**config.mk**
```make
export PLATFORM = sky130hd
export DESIGN_NAME = key_event_ctrl_flat
export DESIGN_NICKNAME = d
export VERILOG_FILES = /design/src/rtl/key_event_ctrl_pkg.sv /design/src/rtl/key_event_ctrl_if.sv /design/src/rtl/key_event_ctrl_fifo.sv /design/src/rtl/key_event_ctrl.sv /design/src/flat_wrapper.sv
export SDC_FILE = /design/constraint.sdc
export NUM_CORES = 1
export LEC_CHECK = 0
export BUFFER_PORTS_ARGS = -buffer_cell sky130_fd_sc_hd__buf_2
export CORE_ASPECT_RATIO = 0.9
export CORE_MARGIN = 2
export CORE_UTILIZATION = 65
export DETAILED_ROUTE_END_ITERATION = 16
export PLACE_DENSITY_LB_ADDON = 0.3
export SLEW_MARGIN = 0
export SYNTH_ARGS = -nofsm -noshare
export SYNTH_HDL_FRONTEND = slang
export SYNTH_HIERARCHICAL = 1
export SYNTH_SLANG_ARGS = --single-unit
export TNS_END_PERCENT = 100
```
**constraint.sdc**
```tcl
create_clock -name clk -period 6.11 [get_ports clk]
set_clock_uncertainty 0.15 [all_clocks]
set_input_delay 1.222 -clock clk [delete_from_list [all_inputs] [get_ports clk]]
set_output_delay 1.222 -clock clk [all_outputs]
set_load 0.03 [all_outputs]
```
**src/rtl/key_event_ctrl_pkg.sv**
```systemverilog
`default_nettype none
// ============================================================================
// Module   : key_event_pkg
// Purpose  : Shared event codes, per-key state encoding and event word width
//            helper for the key event controller.
// Ports    : none (package)
// Revision : 1.0 - initial release
// ============================================================================
package key_event_pkg;

   // Event type codes; EV_NONE doubles as the "slot empty" marker.
   localparam logic [1:0] EV_NONE    = 2'b00;
   localparam logic [1:0] EV_PRESS   = 2'b01;
   localparam logic [1:0] EV_LONG    = 2'b10;
   localparam logic [1:0] EV_RELEASE = 2'b11;

   typedef enum logic [1:0] {
      KS_UP   = 2'd0,
      KS_DOWN = 2'd1,
      KS_LONG = 2'd2
   } key_state_t;

   // Event word = {type[1:0], key_idx}
   function automatic int ev_width(input int nkey);
      return 2 + $clog2(nkey);
   endfunction

endpackage
`default_nettype wire

```
**src/rtl/key_event_ctrl_if.sv**
```systemverilog
`default_nettype none
// ============================================================================
// Module   : key_event_ctrl_if
// Purpose  : Event stream bus between the key event controller (master) and
//            its consumer (slave).
// Signals  : ev_valid  - event available at FIFO head
//            ev_ready  - consumer accepts head event
//            ev_data   - {type[1:0], key_idx}
//            ev_ovf    - sticky event-dropped flag
//            clr_ovf   - clears ev_ovf
//            fifo_cnt  - FIFO occupancy
// Revision : 1.0 - initial release
// ============================================================================
interface key_event_ctrl_if
   import key_event_pkg::*;
#(
   parameter int NKEY  = 4,
   parameter int DEPTH = 4
) ();

   localparam int C_EV_W  = ev_width(NKEY);
   localparam int C_CNT_W = $clog2(DEPTH) + 1;

   logic               ev_valid;
   logic               ev_ready;
   logic [C_EV_W-1:0]  ev_data;
   logic               ev_ovf;
   logic               clr_ovf;
   logic [C_CNT_W-1:0] fifo_cnt;

   modport master (
      output ev_valid, ev_data, ev_ovf, fifo_cnt,
      input  ev_ready, clr_ovf
   );

   modport slave (
      input  ev_valid, ev_data, ev_ovf, fifo_cnt,
      output ev_ready, clr_ovf
   );

endinterface
`default_nettype wire

```
**src/rtl/key_event_ctrl_fifo.sv**
```systemverilog
`default_nettype none
// ============================================================================
// Module   : key_event_fifo
// Purpose  : Small first-word-fall-through FIFO with registered storage.
//            A push into a full FIFO is accepted when a pop happens in the
//            same cycle.
// Ports    : clk, rst        - clock, synchronous active-high reset
//            push, push_data - write request and word
//            full            - FIFO holds DEPTH words
//            pop             - consumer takes head word (ignored when empty)
//            valid, data     - head word present / head word
//            count           - occupancy 0..DEPTH
// Revision : 1.0 - initial release
// ============================================================================
module key_event_fifo
   import key_event_pkg::*;
#(
   parameter int W     = 4,
   parameter int DEPTH = 4
) (
   input  wire logic                     clk,
   input  wire logic                     rst,
   input  wire logic                     push,
   input  wire logic [W-1:0]             push_data,
   output logic                          full,
   input  wire logic                     pop,
   output logic                          valid,
   output logic [W-1:0]                  data,
   output logic [$clog2(DEPTH):0]        count
);

   localparam int C_AW = $clog2(DEPTH);

   logic [W-1:0]    r_mem [DEPTH];
   logic [C_AW-1:0] r_wr;
   logic [C_AW-1:0] r_rd;
   logic [C_AW:0]   r_cnt;
   logic            w_push_ok;
   logic            w_pop_ok;

   assign valid     = (r_cnt != '0);
   assign full      = (r_cnt == (C_AW+1)'(DEPTH));
   assign data      = r_mem[r_rd];
   assign count     = r_cnt;
   assign w_pop_ok  = pop & valid;
   assign w_push_ok = push & (~full | w_pop_ok);

   always_ff @(posedge clk) begin
      if (rst) begin
         for (int i = 0; i < DEPTH; i++) begin
            r_mem[i] <= '0;
         end
         r_wr  <= '0;
         r_rd  <= '0;
         r_cnt <= '0;
      end else begin
         if (w_push_ok) begin
            r_mem[r_wr] <= push_data;
            r_wr        <= r_wr + 1'b1;
         end
         if (w_pop_ok) begin
            r_rd <= r_rd + 1'b1;
         end
         case ({w_push_ok, w_pop_ok})
            2'b10:   r_cnt <= r_cnt + 1'b1;
            2'b01:   r_cnt <= r_cnt - 1'b1;
            default: r_cnt <= r_cnt;
         endcase
      end
   end

endmodule
`default_nettype wire

```
**src/rtl/key_event_ctrl.sv**
```systemverilog
`default_nettype none
// ============================================================================
// Module   : key_event_ctrl
// Purpose  : Turns debounced key levels into an ordered PRESS / LONG /
//            RELEASE event stream. Each key has its own FSM and a one-deep
//            pending slot; a round-robin arbiter moves one slot per cycle
//            into the event FIFO.
// Ports    : clk  - system clock
//            rst  - synchronous reset, active-high
//            fs   - debounced key levels, 1 = pressed
//            bus  - event stream (master side of key_event_ctrl_if)
// Revision : 1.0 - initial release
// ============================================================================
module key_event_ctrl
   import key_event_pkg::*;
#(
   parameter int NKEY     = 4,
   parameter int LONG_CYC = 50_000_000,
   parameter int DEPTH    = 4
) (
   input  wire logic            clk,
   input  wire logic            rst,
   input  wire logic [NKEY-1:0] fs,
   key_event_ctrl_if.master     bus
);

   localparam int                C_IDX_W   = $clog2(NKEY);
   localparam int                C_EV_W    = ev_width(NKEY);
   localparam int                C_HC_W    = $clog2(LONG_CYC);
   localparam logic [C_HC_W-1:0] C_HC_LAST = C_HC_W'(LONG_CYC - 1);

   logic [NKEY-1:0]       r_fs_q;
   logic [NKEY-1:0]       w_rise;
   logic [NKEY-1:0]       w_fall;
   logic [NKEY-1:0][1:0]  w_slot;
   logic [NKEY-1:0]       w_occ;
   logic [NKEY-1:0]       w_drop;
   logic [NKEY-1:0]       w_gnt_oh;
   logic [C_IDX_W-1:0]    r_ptr;
   logic [C_IDX_W-1:0]    w_gnt_idx;
   logic [C_IDX_W-1:0]    w_cand;
   logic                  w_gnt_vld;
   logic                  w_can_push;
   logic                  w_fifo_full;
   logic                  w_fifo_valid;
   logic                  r_ovf;
   logic [C_EV_W-1:0]     w_push_data;

   assign w_rise = fs & ~r_fs_q;
   assign w_fall = ~fs & r_fs_q;

   always_ff @(posedge clk) begin
      if (rst) begin
         r_fs_q <= '0;
      end else begin
         r_fs_q <= fs;
      end
   end

   for (genvar gi = 0; gi < NKEY; gi++) begin : g_key
      key_state_t        r_state;
      logic [C_HC_W-1:0] r_hold;
      logic [1:0]        r_ev;     // event emitted this cycle, EV_NONE if none
      logic [1:0]        r_slot;   // pending event, EV_NONE when empty

      // Fall is tested before the hold limit so a release on the LONG cycle
      // yields only RELEASE.
      always_ff @(posedge clk) begin
         if (rst) begin
            r_state <= KS_UP;
            r_hold  <= '0;
            r_ev    <= EV_NONE;
         end else begin
            r_ev <= EV_NONE;
            case (r_state)
               KS_UP: begin
                  if (w_rise[gi]) begin
                     r_state <= KS_DOWN;
                     r_hold  <= '0;
                     r_ev    <= EV_PRESS;
                  end
               end
               KS_DOWN: begin
                  if (w_fall[gi]) begin
                     r_state <= KS_UP;
                     r_ev    <= EV_RELEASE;
                  end else if (r_hold == C_HC_LAST) begin
                     r_state <= KS_LONG;
                     r_ev    <= EV_LONG;
                  end else if (fs[gi]) begin
                     r_hold <= r_hold + 1'b1;
                  end
               end
               KS_LONG: begin
                  if (w_fall[gi]) begin
                     r_state <= KS_UP;
                     r_ev    <= EV_RELEASE;
                  end
               end
               default: r_state <= KS_UP;
            endcase
         end
      end

      // A granted slot is emptied at this edge, so it may take a new event.
      always_ff @(posedge clk) begin
         if (rst) begin
            r_slot <= EV_NONE;
         end else if ((r_ev != EV_NONE) && ((r_slot == EV_NONE) || w_gnt_oh[gi])) begin
            r_slot <= r_ev;
         end else if (w_gnt_oh[gi]) begin
            r_slot <= EV_NONE;
         end
      end

      assign w_slot[gi] = r_slot;
      assign w_occ[gi]  = (r_slot != EV_NONE);
      assign w_drop[gi] = (r_ev != EV_NONE) && (r_slot != EV_NONE) && !w_gnt_oh[gi];
   end

   // The FIFO can take a word when not full, or when its head leaves now.
   assign w_can_push = ~w_fifo_full | (w_fifo_valid & bus.ev_ready);

   always_comb begin
      w_gnt_vld = 1'b0;
      w_gnt_idx = '0;
      w_cand    = '0;
      w_gnt_oh  = '0;
      for (int i = 0; i < NKEY; i++) begin
         w_cand = C_IDX_W'((int'(r_ptr) + i) % NKEY);
         if (!w_gnt_vld && w_occ[w_cand] && w_can_push) begin
            w_gnt_vld = 1'b1;
            w_gnt_idx = w_cand;
         end
      end
      if (w_gnt_vld) begin
         w_gnt_oh[w_gnt_idx] = 1'b1;
      end
   end

   always_ff @(posedge clk) begin
      if (rst) begin
         r_ptr <= '0;
         r_ovf <= 1'b0;
      end else begin
         if (w_gnt_vld) begin
            r_ptr <= C_IDX_W'((int'(w_gnt_idx) + 1) % NKEY);
         end
         if (|w_drop) begin
            r_ovf <= 1'b1;
         end else if (bus.clr_ovf) begin
            r_ovf <= 1'b0;
         end
      end
   end

   assign w_push_data = {w_slot[w_gnt_idx], w_gnt_idx};

   key_event_fifo #(
      .W     (C_EV_W),
      .DEPTH (DEPTH)
   ) u_fifo (
      .clk       (clk),
      .rst       (rst),
      .push      (w_gnt_vld),
      .push_data (w_push_data),
      .full      (w_fifo_full),
      .pop       (bus.ev_ready),
      .valid     (w_fifo_valid),
      .data      (bus.ev_data),
      .count     (bus.fifo_cnt)
   );

   assign bus.ev_valid = w_fifo_valid;
   assign bus.ev_ovf   = r_ovf;

endmodule
`default_nettype wire
```
**src/flat_wrapper.sv**
```systemverilog
// flat-port wrapper written by rule: the top's interface ports become plain ports
module key_event_ctrl_flat import key_event_pkg::*;
#(
   parameter int NKEY     = 4,
   parameter int LONG_CYC = 50_000_000,
   parameter int DEPTH    = 4
)
  (clk, rst, fs, bus_ev_valid, bus_ev_data, bus_ev_ovf, bus_fifo_cnt, bus_ev_ready, bus_clr_ovf);
  key_event_ctrl_if #(.NKEY(NKEY), .DEPTH(DEPTH)) bus_i ();
  input  wire logic clk;
  input  wire logic rst;
  input  wire logic [NKEY-1:0] fs;
  output wire logic [$bits(bus_i.ev_valid)-1:0] bus_ev_valid;
  output wire logic [$bits(bus_i.ev_data)-1:0] bus_ev_data;
  output wire logic [$bits(bus_i.ev_ovf)-1:0] bus_ev_ovf;
  output wire logic [$bits(bus_i.fifo_cnt)-1:0] bus_fifo_cnt;
  input wire logic [$bits(bus_i.ev_ready)-1:0] bus_ev_ready;
  input wire logic [$bits(bus_i.clr_ovf)-1:0] bus_clr_ovf;
  assign bus_ev_valid = bus_i.ev_valid;
  assign bus_ev_data = bus_i.ev_data;
  assign bus_ev_ovf = bus_i.ev_ovf;
  assign bus_fifo_cnt = bus_i.fifo_cnt;
  assign bus_i.ev_ready = bus_ev_ready;
  assign bus_i.clr_ovf = bus_clr_ovf;
  key_event_ctrl #(.NKEY(NKEY), .LONG_CYC(LONG_CYC), .DEPTH(DEPTH)) u_core (.clk(clk), .rst(rst), .fs(fs), .bus(bus_i));
endmodule
```
=== After elaboration in Yosys (flattened, before gate mapping) ===
Memories as Yosys holds them, arrays and structs flattened. A register that Yosys moved wholly into a read port is not among the register bits.
Cells that the tools add are included.

* Memory bits (read-only): 0
* Bits of input ports: 8
* Output and inout bits: 9
* Register bits after elaboration: 142
* Logic and storage cells: 258
* Memories: 1
* Bits in latches: 0
* Memory bits (writable): 16

{| class="wikitable"
|+ Memories
! name !! words !! width !! read ports !! clocked after Yosys merged registers in !! write ports !! RTL line !! RTL
|-
| u_core.u_fifo.r_mem || 4 || 4 || 1 || 1 || 4 || key_event_ctrl_fifo.sv:34 || <nowiki>logic [W-1:0] r_mem [DEPTH];</nowiki>
|}

* Bitwise gates (word level): 8
* Multipliers: 0
* Shift operators: 0
* Reductions and logical operators: 68
* Divide/modulo/power cells: 0
* Magnitude comparators: 6
* Equality and inequality tests: 39
* Mux-type cells: 102
* $add $sub $neg: 12

{| class="wikitable"
|+ Operator list
! cell !! number
|-
| $mux 26 || 16
|-
| $pmux 26 s2 || 4
|-
| $add 26x1->26 const B || 4
|-
| $eq 26x26->1 const B || 4
|-
| $mux 2 || 44
|-
| $pmux 2 s3 || 8
|-
| $reduce_bool 2->1 || 18
|-
| $ne 2x2->1 const B || 12
|-
| $mux 1 || 21
|-
| $logic_and 1x1->1 || 20
|-
| $reduce_and 5->1 || 4
|-
| $logic_not 2->1 || 8
|-
| $ne 2x1->1 const B || 8
|-
| $lt 2x3->1 const B || 5
|-
| $ne 3x1->1 const B || 4
|-
| $reduce_and 3->1 || 4
|-
| $eq 2x1->1 const B || 5
|-
| $eq 2x2->1 const B || 5
|-
| $add 2x1->2 const B || 4
|-
| $and 4x4->4 || 2
|-
| $bmux 1 s2 || 4
|-
| $mux 4 || 2
|-
| $not 4->4 || 2
|-
| $reduce_or 4->1 || 2
|-
| other kinds (14) || 25
|}

=== Logic depth before layout (Yosys ltp) ===
Gate-level depths: netlist (run 1).

* Depth after elaboration: 26
* Mapped depth: 12
* Mapped depth without buffers: 12

=== Modules after synthesis ===
The synthesis (run 1) kept the hierarchy.

{| class="wikitable"
|+ By module, submodules not included
! module !! area an instance (um^2) !! times used !! sequential area each (um^2) !! cells each
|-
| key_event_ctrl || 7,309.5 || 1 || 2,702.6 || 888
|-
| key_event_fifo || 1,187.4 || 1 || 660.6 || 93
|}

=== Worst setup path before layout (run 1) ===
OpenSTA, ideal clock, no wires.

* Kind: input port to flip-flop
* Start: input port bus_ev_ready
* End: register u_core.g_key[3].r_slot[0]
* Setup time: 0.117 ns
* Buffers on the path: 1
* Setup slack: 2.761 ns
* Cell stages on the path: 8
* Arrival time: 3.082 ns
* Required time: 5.843 ns
* Path through: a21bo_2 > clkbuf_1 > o221ai_1 > nor3_1 > ha_1 > nand2_1 > o21a_1 > a22o_1

* Longest elaborated chain between the ends: 24
* Elaborated cells between the ends (all ways): 30
* Those cells by class: 2 x order compare; 12 x mux; 2 x bitwise; 14 x reduce/logical

{| class="wikitable"
|+ Ends and longest elaborated chain
! what !! RTL line !! RTL
|-
| from (decl) || flat_wrapper.sv:17 || <nowiki>input wire logic [$bits(bus_i.ev_ready)-1:0] bus_ev_ready;</nowiki>
|-
| $and 1x1->1 (*) || key_event_ctrl.sv:122 || <nowiki>assign w_can_push = ~w_fifo_full | (w_fifo_valid & bus.ev_ready);</nowiki>
|-
| $or 1x1->1 (*) || key_event_ctrl.sv:122 ||
|-
| $logic_and 1x1->1 || key_event_ctrl.sv:131 || <nowiki>if (!w_gnt_vld && w_occ[w_cand] && w_can_push) begin</nowiki>
|-
| $mux 1 || key_event_ctrl.sv:131 ||
|-
| $logic_not 1->1 || key_event_ctrl.sv:131 ||
|-
| $logic_and 1x1->1 (2 in series) || key_event_ctrl.sv:131 ||
|-
| $mux 1 || key_event_ctrl.sv:131 ||
|-
| $logic_not 1->1 || key_event_ctrl.sv:131 ||
|-
| (+7 left out) || n/a ||
|-
| named net u_core.w_gnt_idx[0] || key_event_ctrl.sv:40 || <nowiki>logic [C_IDX_W-1:0] w_gnt_idx;</nowiki>
|-
| $lt 2x3->1 (not written as such) or $ge 2x1->1 (tied branches) || key_event_ctrl.sv:137 || <nowiki>w_gnt_oh[w_gnt_idx] = 1'b1;</nowiki>
|-
| $logic_and 1x1->1 (not written as such) || key_event_ctrl.sv:137 ||
|-
| $mux 1 (not written as such) || key_event_ctrl.sv:137 ||
|-
| $demux 1 s2 (*) || n/a ||
|-
| $mux 4 (*) || key_event_ctrl.sv:136 || <nowiki>if (w_gnt_vld) begin</nowiki>
|-
| $logic_or 1x1->1 || key_event_ctrl.sv:109 || <nowiki>end else if ((r_ev != EV_NONE) && ((r_slot == EV_NONE) || w_gnt_oh[gi])) begin</nowiki>
|-
| $logic_and 1x1->1 || key_event_ctrl.sv:109 ||
|-
| $mux 2 or $reduce_bool 2->1 (tied branches) || n/a ||
|-
| to (signal assigned) || key_event_ctrl.sv:110 || <nowiki>r_slot <= r_ev;</nowiki>
|-
| to (decl) || key_event_ctrl.sv:64 || <nowiki>logic [1:0] r_slot;</nowiki>
|}

Mark *: on every way through the listed nets, which the timed path passes. The rest lies on a longest branch.
A chain may end at the register's enable or synchronous reset.

=== Final worst setup path (run 1) ===
Same ends and word-level chain as after synthesis.

==> impl_metrics.tcl, run 1 <==
set metrics [dict create \
    die_w_microns 125 \
    ys_ff_latch 160 \
    clk_pin_slew_ns 0.06 \
    ios 17 \
    synthesis.nets 998 \
    grt_max_degree 42 \
    drive_above_1_share_pct 9.20 \
    numCtsBuffers 17 \
    max_stage_delay_ns 0.78 \
    die_y_microns 112 \
    path_class "input port to flip-flop" \
    final_net_count 993 \
    reg2regPathDepth 9 \
    viasPerCell 6.39 \
    cp_slowest_cell "nor3_1" \
    core-area_sq_um 12700 \
    fin_tns_setup_ns 0 \
    clock-sinks 160 \
    synth_enable_flop_cells 16 \
    syn_to_final_growth_pct 7.94 \
    start_kind "input port" \
    grt_pass1_wl_microns 30600 \
    gr-usage-all-layers_pct 25.9 \
    grt_overflow 0 \
    ctsResizeCount 0 \
    relSlewSlack_pct 28.0 \
    vdd_ir_drop_max_mv 0.217 \
    die_area_sq_um 14000 \
    maxCapViolations 0 \
    tritoncts "built" \
    crit_cells 8 \
    clk_path_buf_depth 2 \
    drt_iter0_markers 477 \
    clock_latency_ns 0.43 \
    routedWlPerCell_microns 15.2 \
    setup-violations-final 0 \
    crit_family "compound AO/OA/AOI/OAI gates" \
    synth.top_cell.area_share_pct 33.9 \
    start_util_pct 66.7 \
    grt_pass1_vias 6760 \
    cp_num_buf_inv 1 \
    dp_hpwl_microns 11700 \
    yosys_warnings 6 \
    rsz0062_at_grt "no" \
    cp-end-kind "flip-flop" \
    outcome "finished clean" \
    synth_area_leader_cell "dfxtp_1" \
    place_ws_ns 2.39 \
    crit_fanout 11 \
    required_ns 6.29 \
    power.density_nw_per_um2 307 \
    fin_crit_sh_pct 54.4 \
    worstPathCellList "buf_2 -> a21bo_2 -> o221ai_1 -> nor3_1 -> ha_1 -> nand2_1 -> o21a_1 -> a22o_1" \
    arrival_ns 3.50 \
    wl_microns 17500 \
    avgSynthCellArea_sq_um 8.66 \
    cts_max_level 4 \
    final_hold_viol_count 0 \
    rows 39 \
    final_max_slew_viol_count 0 \
    antenna_found_initial 1 \
    setup_slack_ns 2.79 \
    ys_seq_area_share_pct 39.6 \
    async_flop_share_pct 0 \
    synthFlopType "dfxtp_1" \
    drc 0 \
    io_buffers 16 \
    cts_setup_buffers 0 \
    fmax_ghz 0.301 \
    tightest_slew_ns 1.08 \
    synth_cells 981 \
    synthTopCellsByArea "dfxtp_1 (34%), edfxtp_1 (5.7%), a21oi_1 (4.5%), nand2_1 (4.2%), nand3_1 (3.0%)" \
    drtAntennaViolNets 0 \
    netlist-cell-type-count 82 \
    synth_area_sq_um 8500 \
    dr_total_vias 7372 \
    min_period_ns 3.32 \
    hold_depth 2 \
    postCtsHoldBufs 0 \
    drt_pass1_iterations 5 \
    cts-root-buf "clkbuf_16" \
    place_congestion 0.882 \
    hold_class "flip-flop to flip-flop" \
    power_leakage_nw 3.11 \
]
through the flow:
step	hold slack [ns]	instance area [sq um]	total power, mW	std cells	util [%]
after global routing	0.318	9170	2.94	1153	72.0
after global placement	0.297	8570	1.74	1121	67.3
after detailed placement	0.300	8570	1.75	1121	67.3
after floorplan	0.283	8500	1.64	981	-
final	0.307	9170	2.81	1154	72.0
after CTS	0.310	9170	2.83	1153	72.0
area by class of cell:
| class | instances | area (sq um) |
|---|---|---|
| Antenna cell | 1 | 2.50 |
| Clock buffer | 18 | 429 |
| Clock inverter | 14 | 165 |
| Fill cell | 977 | 3560 |
| Inverter | 27 | 101 |
| Multi-Input combinational cell | 751 | 4800 |
| Sequential cell | 160 | 3360 |
| Tap cell | 164 | 205 |
| Timing Repair Buffer | 19 | 103 |
final timing paths:
kind                                              start                        end  slack [ns]
worst min register to register  u_core/g_key[0].r_ev[1]  u_core/g_key[0].r_slot[1]        0.31
worst min-delay path            u_core/g_key[0].r_ev[1]  u_core/g_key[0].r_slot[1]        0.31
worst max-delay path                       bus_ev_ready  u_core/g_key[3].r_slot[0]        2.79
worst max register to register   u_core/u_fifo/count[0]  u_core/g_key[3].r_slot[0]        2.91
cells in the final DEF, fill, tap and decap left out, drive strengths merged, types with 5 or more instances in the layout:
master / count
dfxtp: 144
nand2: 97
a21oi: 78
nor2: 58
nand3: 52
o21ai: 37
nand4: 36
or4: 34
or3: 33
o31ai: 31
inv: 28
nand2b: 25
and2: 24
nor3: 24
buf: 19
clkbuf: 18
and4: 17
xnor2: 16
edfxtp: 16
nor2b: 15
nor4: 15
mux2i: 14
a31oi: 12
or2: 11
and3: 11
a41o: 10
xor2: 9
ha: 8
clkinv: 8
o211ai: 7
nor4b: 7
a21o: 6
a211oi: 5
mux4: 5
cell families after synthesis:
kind of cell	Yosys count	synth area share, %
buffers and inverters	70	3.90
XOR/XNOR	25	2.58
adder cells (fa/ha/maj)	9	1.41
multiplexers	22	3.42
AO/OA/AOI/OAI	223	17.2
AND/OR/NAND/NOR	472	31.9
flip-flops	160	39.6
report_power, final:
| part | internal [mW] | switching, mW | total [mW] |
|---|---|---|---|
| Sequential | 1.13 | 0.0692 | 1.20 |
| Clock | 0.641 | 0.432 | 1.07 |
| Combinational | 0.204 | 0.340 | 0.544 |
| Total | 1.97 | 0.841 | 2.81 |
cells in the mapped netlist (9+ instances only):
library cell and count:
and4_1 17, o21ai_0 33, nand3_1 51, nor2_1 58
and3_1 11, clkbuf_1 30, or2_2 11, dfxtp_1 144
xor2_1 9, edfxtp_1 16, nor4_1 12, nand2b_1 25
inv_1 27, nand2_1 96, a21oi_1 77, or4_1 33
or3_1 33, nor2b_1 14, mux2i_1 14, o31ai_1 30
nand4_1 34, xnor2_1 16, a41o_1 10, a31oi_1 12
and2_1 24, nor3_1 21
worst reg2reg max path: cells and delay by family, from the launching register on:
| kind | cells | cell delay (ns) |
|---|---|---|
| and+or+nand+nor | 3 | 1.07 |
| AOI/OAI and AO/OA | 4 | 1.01 |
| DFF | 1 | 0.47 |
| adders and majority gates | 1 | 0.29 |
| buffers and inverters | 1 | 0.12 |
state kept, by name, summed over array words and instances, names as in the netlist, 3 cells and up, named ones only:
register              cells
u_core/g_key.r_state      8
u_core/u_fifo/count       3
u_core/u_fifo/r_mem      16
u_core/g_key.r_ev         8
u_core/g_key.r_slot       8
u_core/g_key.r_hold     104
u_core/r_fs_q             4
routing by layer:
metal	vias up	track usage (%)	routed length, microns
met5	-	0	0
met4	0	8.24	234
met3	24	6.34	866
met2	171	42.3	8290
met1	3463	34.0	8140
li1	3714	-	-
(Power assumes the default switching activity.)
==> run 2, diff against run 1 <==
--- a/config.mk
+++ b/config.mk
@@ -5,10 +5,11 @@
 export SDC_FILE = /design/constraint.sdc
 export NUM_CORES = 1
 export LEC_CHECK = 0
+export ABC_AREA = 1
 export BUFFER_PORTS_ARGS = -buffer_cell sky130_fd_sc_hd__buf_2
 export CORE_ASPECT_RATIO = 0.9
 export CORE_MARGIN = 2
-export CORE_UTILIZATION = 65
+export CORE_UTILIZATION = 58
 export DETAILED_ROUTE_END_ITERATION = 16
 export PLACE_DENSITY_LB_ADDON = 0.3
 export SLEW_MARGIN = 0
==> constraint.sdc (replaced) <==
create_clock -name clk -period 3 [get_ports clk]
set_clock_uncertainty 0.15 [all_clocks]
set_input_delay 0.6 -clock clk [delete_from_list [all_inputs] [get_ports clk]]
set_output_delay 0.6 -clock clk [all_outputs]
set_load 0.03 [all_outputs]
==> run 2 against run 1 <==
Compared with the run above:
- synthesized cell count is 48% higher
- clock power is 120% higher
- sequential share of layout area is 4.1 points lower
- worst setup slack worse by 2.5 ns
==> impl_metrics.tcl, run 2 <==
set metrics [dict create \
    yosys_warnings 6 \
    power_leakage_nw 3.73 \
    synth.top_cell.area_share_pct 30.3 \
    synth_area_sq_um 9530 \
    gr-usage-all-layers_pct 24.8 \
    r2r-start "u_core/r_ptr[1]" \
    drt_iter0_markers 599 \
    relSlewSlack_pct 24.2 \
    required_ns 3.17 \
    tightest_slew_ns 1.14 \
    synth_enable_flop_cells 16 \
    reg2regPathDepth 11 \
    start_kind "flip-flop" \
    drive_above_1_share_pct 7.24 \
    power.density_nw_per_um2 745 \
    ios 17 \
    arrival_ns 2.87 \
    cts_max_level 4 \
    whs_ns 0.271 \
    ys_top_cells_by_count "nand2_1 (401), nor2_1 (249), dfxtp_1 (144)" \
    dp_hpwl_microns 14900 \
    cts-root-buf "clkbuf_16" \
    stdcell_area_sq_um 10300 \
    grt_overflow 0 \
    grt_pass1_vias 8053 \
    clk_pin_slew_ns 0.07 \
    vdd_ir_drop_max_mv 0.667 \
    synthFlopType "dfxtp_1" \
    rows 44 \
    outcome "finished clean" \
    cpMostUsedCell "inv_1" \
    clk_path_buf_depth 2 \
    start_util_pct 59.1 \
    drc 0 \
    io_buffers 16 \
    core-area_sq_um 16100 \
    largest_reg_flops 104 \
    finalPower_mw 7.68 \
    top_register "u_core/g_key.r_hold" \
    worstPathCellList "xor2_1 -> nand2_1 -> nand3_1 -> nand4_2 -> inv_1 -> nand2_2 -> fa_1 -> inv_1 -> nand4_1 -> a21oi_1 -> nor2_1" \
    async_flop_share_pct 0 \
    grt_pass1_wl_microns 36700 \
    cp_slowest_cell "dfxtp_1" \
    tritoncts "built" \
    fmax_ghz 0.371 \
    hold_class "input port to flip-flop" \
    diodes 0 \
    hp-start "fs[2]" \
    clock-sinks 160 \
    largestRegisters "u_core/g_key.r_hold (104), u_core/u_fifo/r_mem (16)" \
    place_congestion 0.931 \
    hold_depth 3 \
    wl_microns 21600 \
    netlist-cell-type-count 44 \
    r2r_slack_ns 0.31 \
    placed_area_sq_um 9670 \
    final_cell_mix "nand2_1 (401), nor2_1 (249), dfxtp_1 (143)" \
    clock_latency_ns 0.43 \
    ctsResizeCount 0 \
    hold_path_end "u_core/r_fs_q[2]" \
    routedWlPerCell_microns 12.9 \
    die_y_microns 126 \
    grt_max_degree 107 \
    ys_ff_latch 160 \
    drt_pass1_iterations 5 \
    synthesis.nets 1466 \
    avgSynthCellArea_sq_um 6.58 \
    rsz0062_at_grt "no" \
    final_max_slew_viol_count 0 \
    cp-end-kind "flip-flop" \
    postCtsHoldBufs 0 \
    cts_setup_buffers 0 \
    synth_area_leader_cell "dfxtp_1" \
    drtAntennaViolNets 0 \
    final_common_cell "nand2_1" \
    dr_total_vias 8940 \
    final_hold_viol_count 0 \
    antenna_found_initial 0 \
    synth_most_common_cell "nand2_1" \
    max_stage_delay_ns 0.50 \
    fin_tns_setup_ns 0 \
    syn_to_final_growth_pct 8.29 \
    viasPerCell 5.35 \
    final_net_count 1468 \
    die_area_sq_um 17500 \
    utilization_pct 64.0 \
    maxCapViolations 0 \
    min_period_ns 2.69 \
    setup-violations-final 0 \
    synth_cells 1449 \
    numCtsBuffers 17 \
    path_class "flip-flop to flip-flop" \
    fin_crit_sh_pct 89.8 \
    ys_seq_area_share_pct 35.3 \
    die_w_microns 139 \
    synthTopCellsByArea "dfxtp_1 (30%), nand2_1 (16%), nor2_1 (9.8%), a21oi_1 (6.4%), xor2_1 (5.4%)" \
    r2r_end "u_core/u_fifo/count[2]" \
    crit_fanout 12 \
]
## run 2: changes by cell type after synthesis, sizes merged, moves of 30 or more
cell | previous run | this run
nor2 | 58 | 258
xor2 | 9 | 59
nor3 | 24 | 58
a21oi | 78 | 126
o31ai | 31 | 1
or4 | 34 | 0
inv | 27 | 129
or3 | 33 | 0
nand2 | 97 | 419
## run 2: per-stage QoR
| stage | std cells | setup slack, ns |
|---|---|---|
| 3_5_place_dp | 1639 | 0.234 |
| 4_1_cts | 1671 | 0.218 |
| 3_3_place_gp | 1639 | 0.314 |
| 6_report | 1671 | 0.306 |
| 2_1_floorplan | 1449 | 0.426 |
| 5_1_grt | 1671 | 0.0506 |
## run 2: how the worst max path moves through the flow
stage | start | to | slack (ns) | cells past startpoint
after floorplan | u_core/u_fifo/count[1] | u_core/u_fifo/count[2] | 0.43 | 13
after global placement | u_core/g_key[1].r_hold[0] | u_core/g_key[1].r_hold[1] | 0.31 | 9
after detailed placement | u_core/g_key[1].r_hold[0] | u_core/g_key[1].r_hold[1] | 0.23 | 9
after CTS | u_core/g_key[1].r_hold[0] | u_core/g_key[1].r_hold[1] | 0.22 | 9
after global routing | u_core/u_fifo/count[1] | u_core/bus.ev_ovf | 0.05 | 17
final | u_core/r_ptr[1] | u_core/u_fifo/count[2] | 0.31 | 11
## run 2: logic make-up (layout without fill, tap and decap cells)
family          count (synthesis)  count (layout)  synth area share, %
buf+inv                       173             188                 7.97
fa+ha+maj                       9               9                 1.26
flops                         160             160                 35.3
xor+xnor                       85              85                 7.81
simple gates                  862             862                 38.8
compound gates                160             160                 8.88
## run 2: where the power goes
group / total [mW] / internal [mW] / switching [mW]
clock network: 2.35 / 1.43 / 0.918
logic: 2.71 / 0.739 / 1.98
registers: 2.62 / 2.44 / 0.178
## run 2: area by class of cell
cell class	count	area, sq um
clock inverter	14	206
clock buffer	18	439
tap	207	259
fill	1482	5810
timing repair buffer	24	143
multi-input combinational	1116	5410
sequential	160	3360
inverter	132	500
## run 2: per-layer routing
layer	vias up	wire length, microns	track usage [%]
li1	4625	-	-
met4	0	322	7.43
met1	4116	10100	32.4
met2	169	10300	41.8
met5	-	0	0
met3	30	825	5.02
## run 2: critical path, delay by kind of cell (launching register included)
family | cells | cell delay (ns)
buf+inv | 2 | 0.27
compound gates | 1 | 0.16
xor+xnor | 1 | 0.29
simple gates | 6 | 0.85
flops | 1 | 0.50
fa+ha+maj | 1 | 0.39
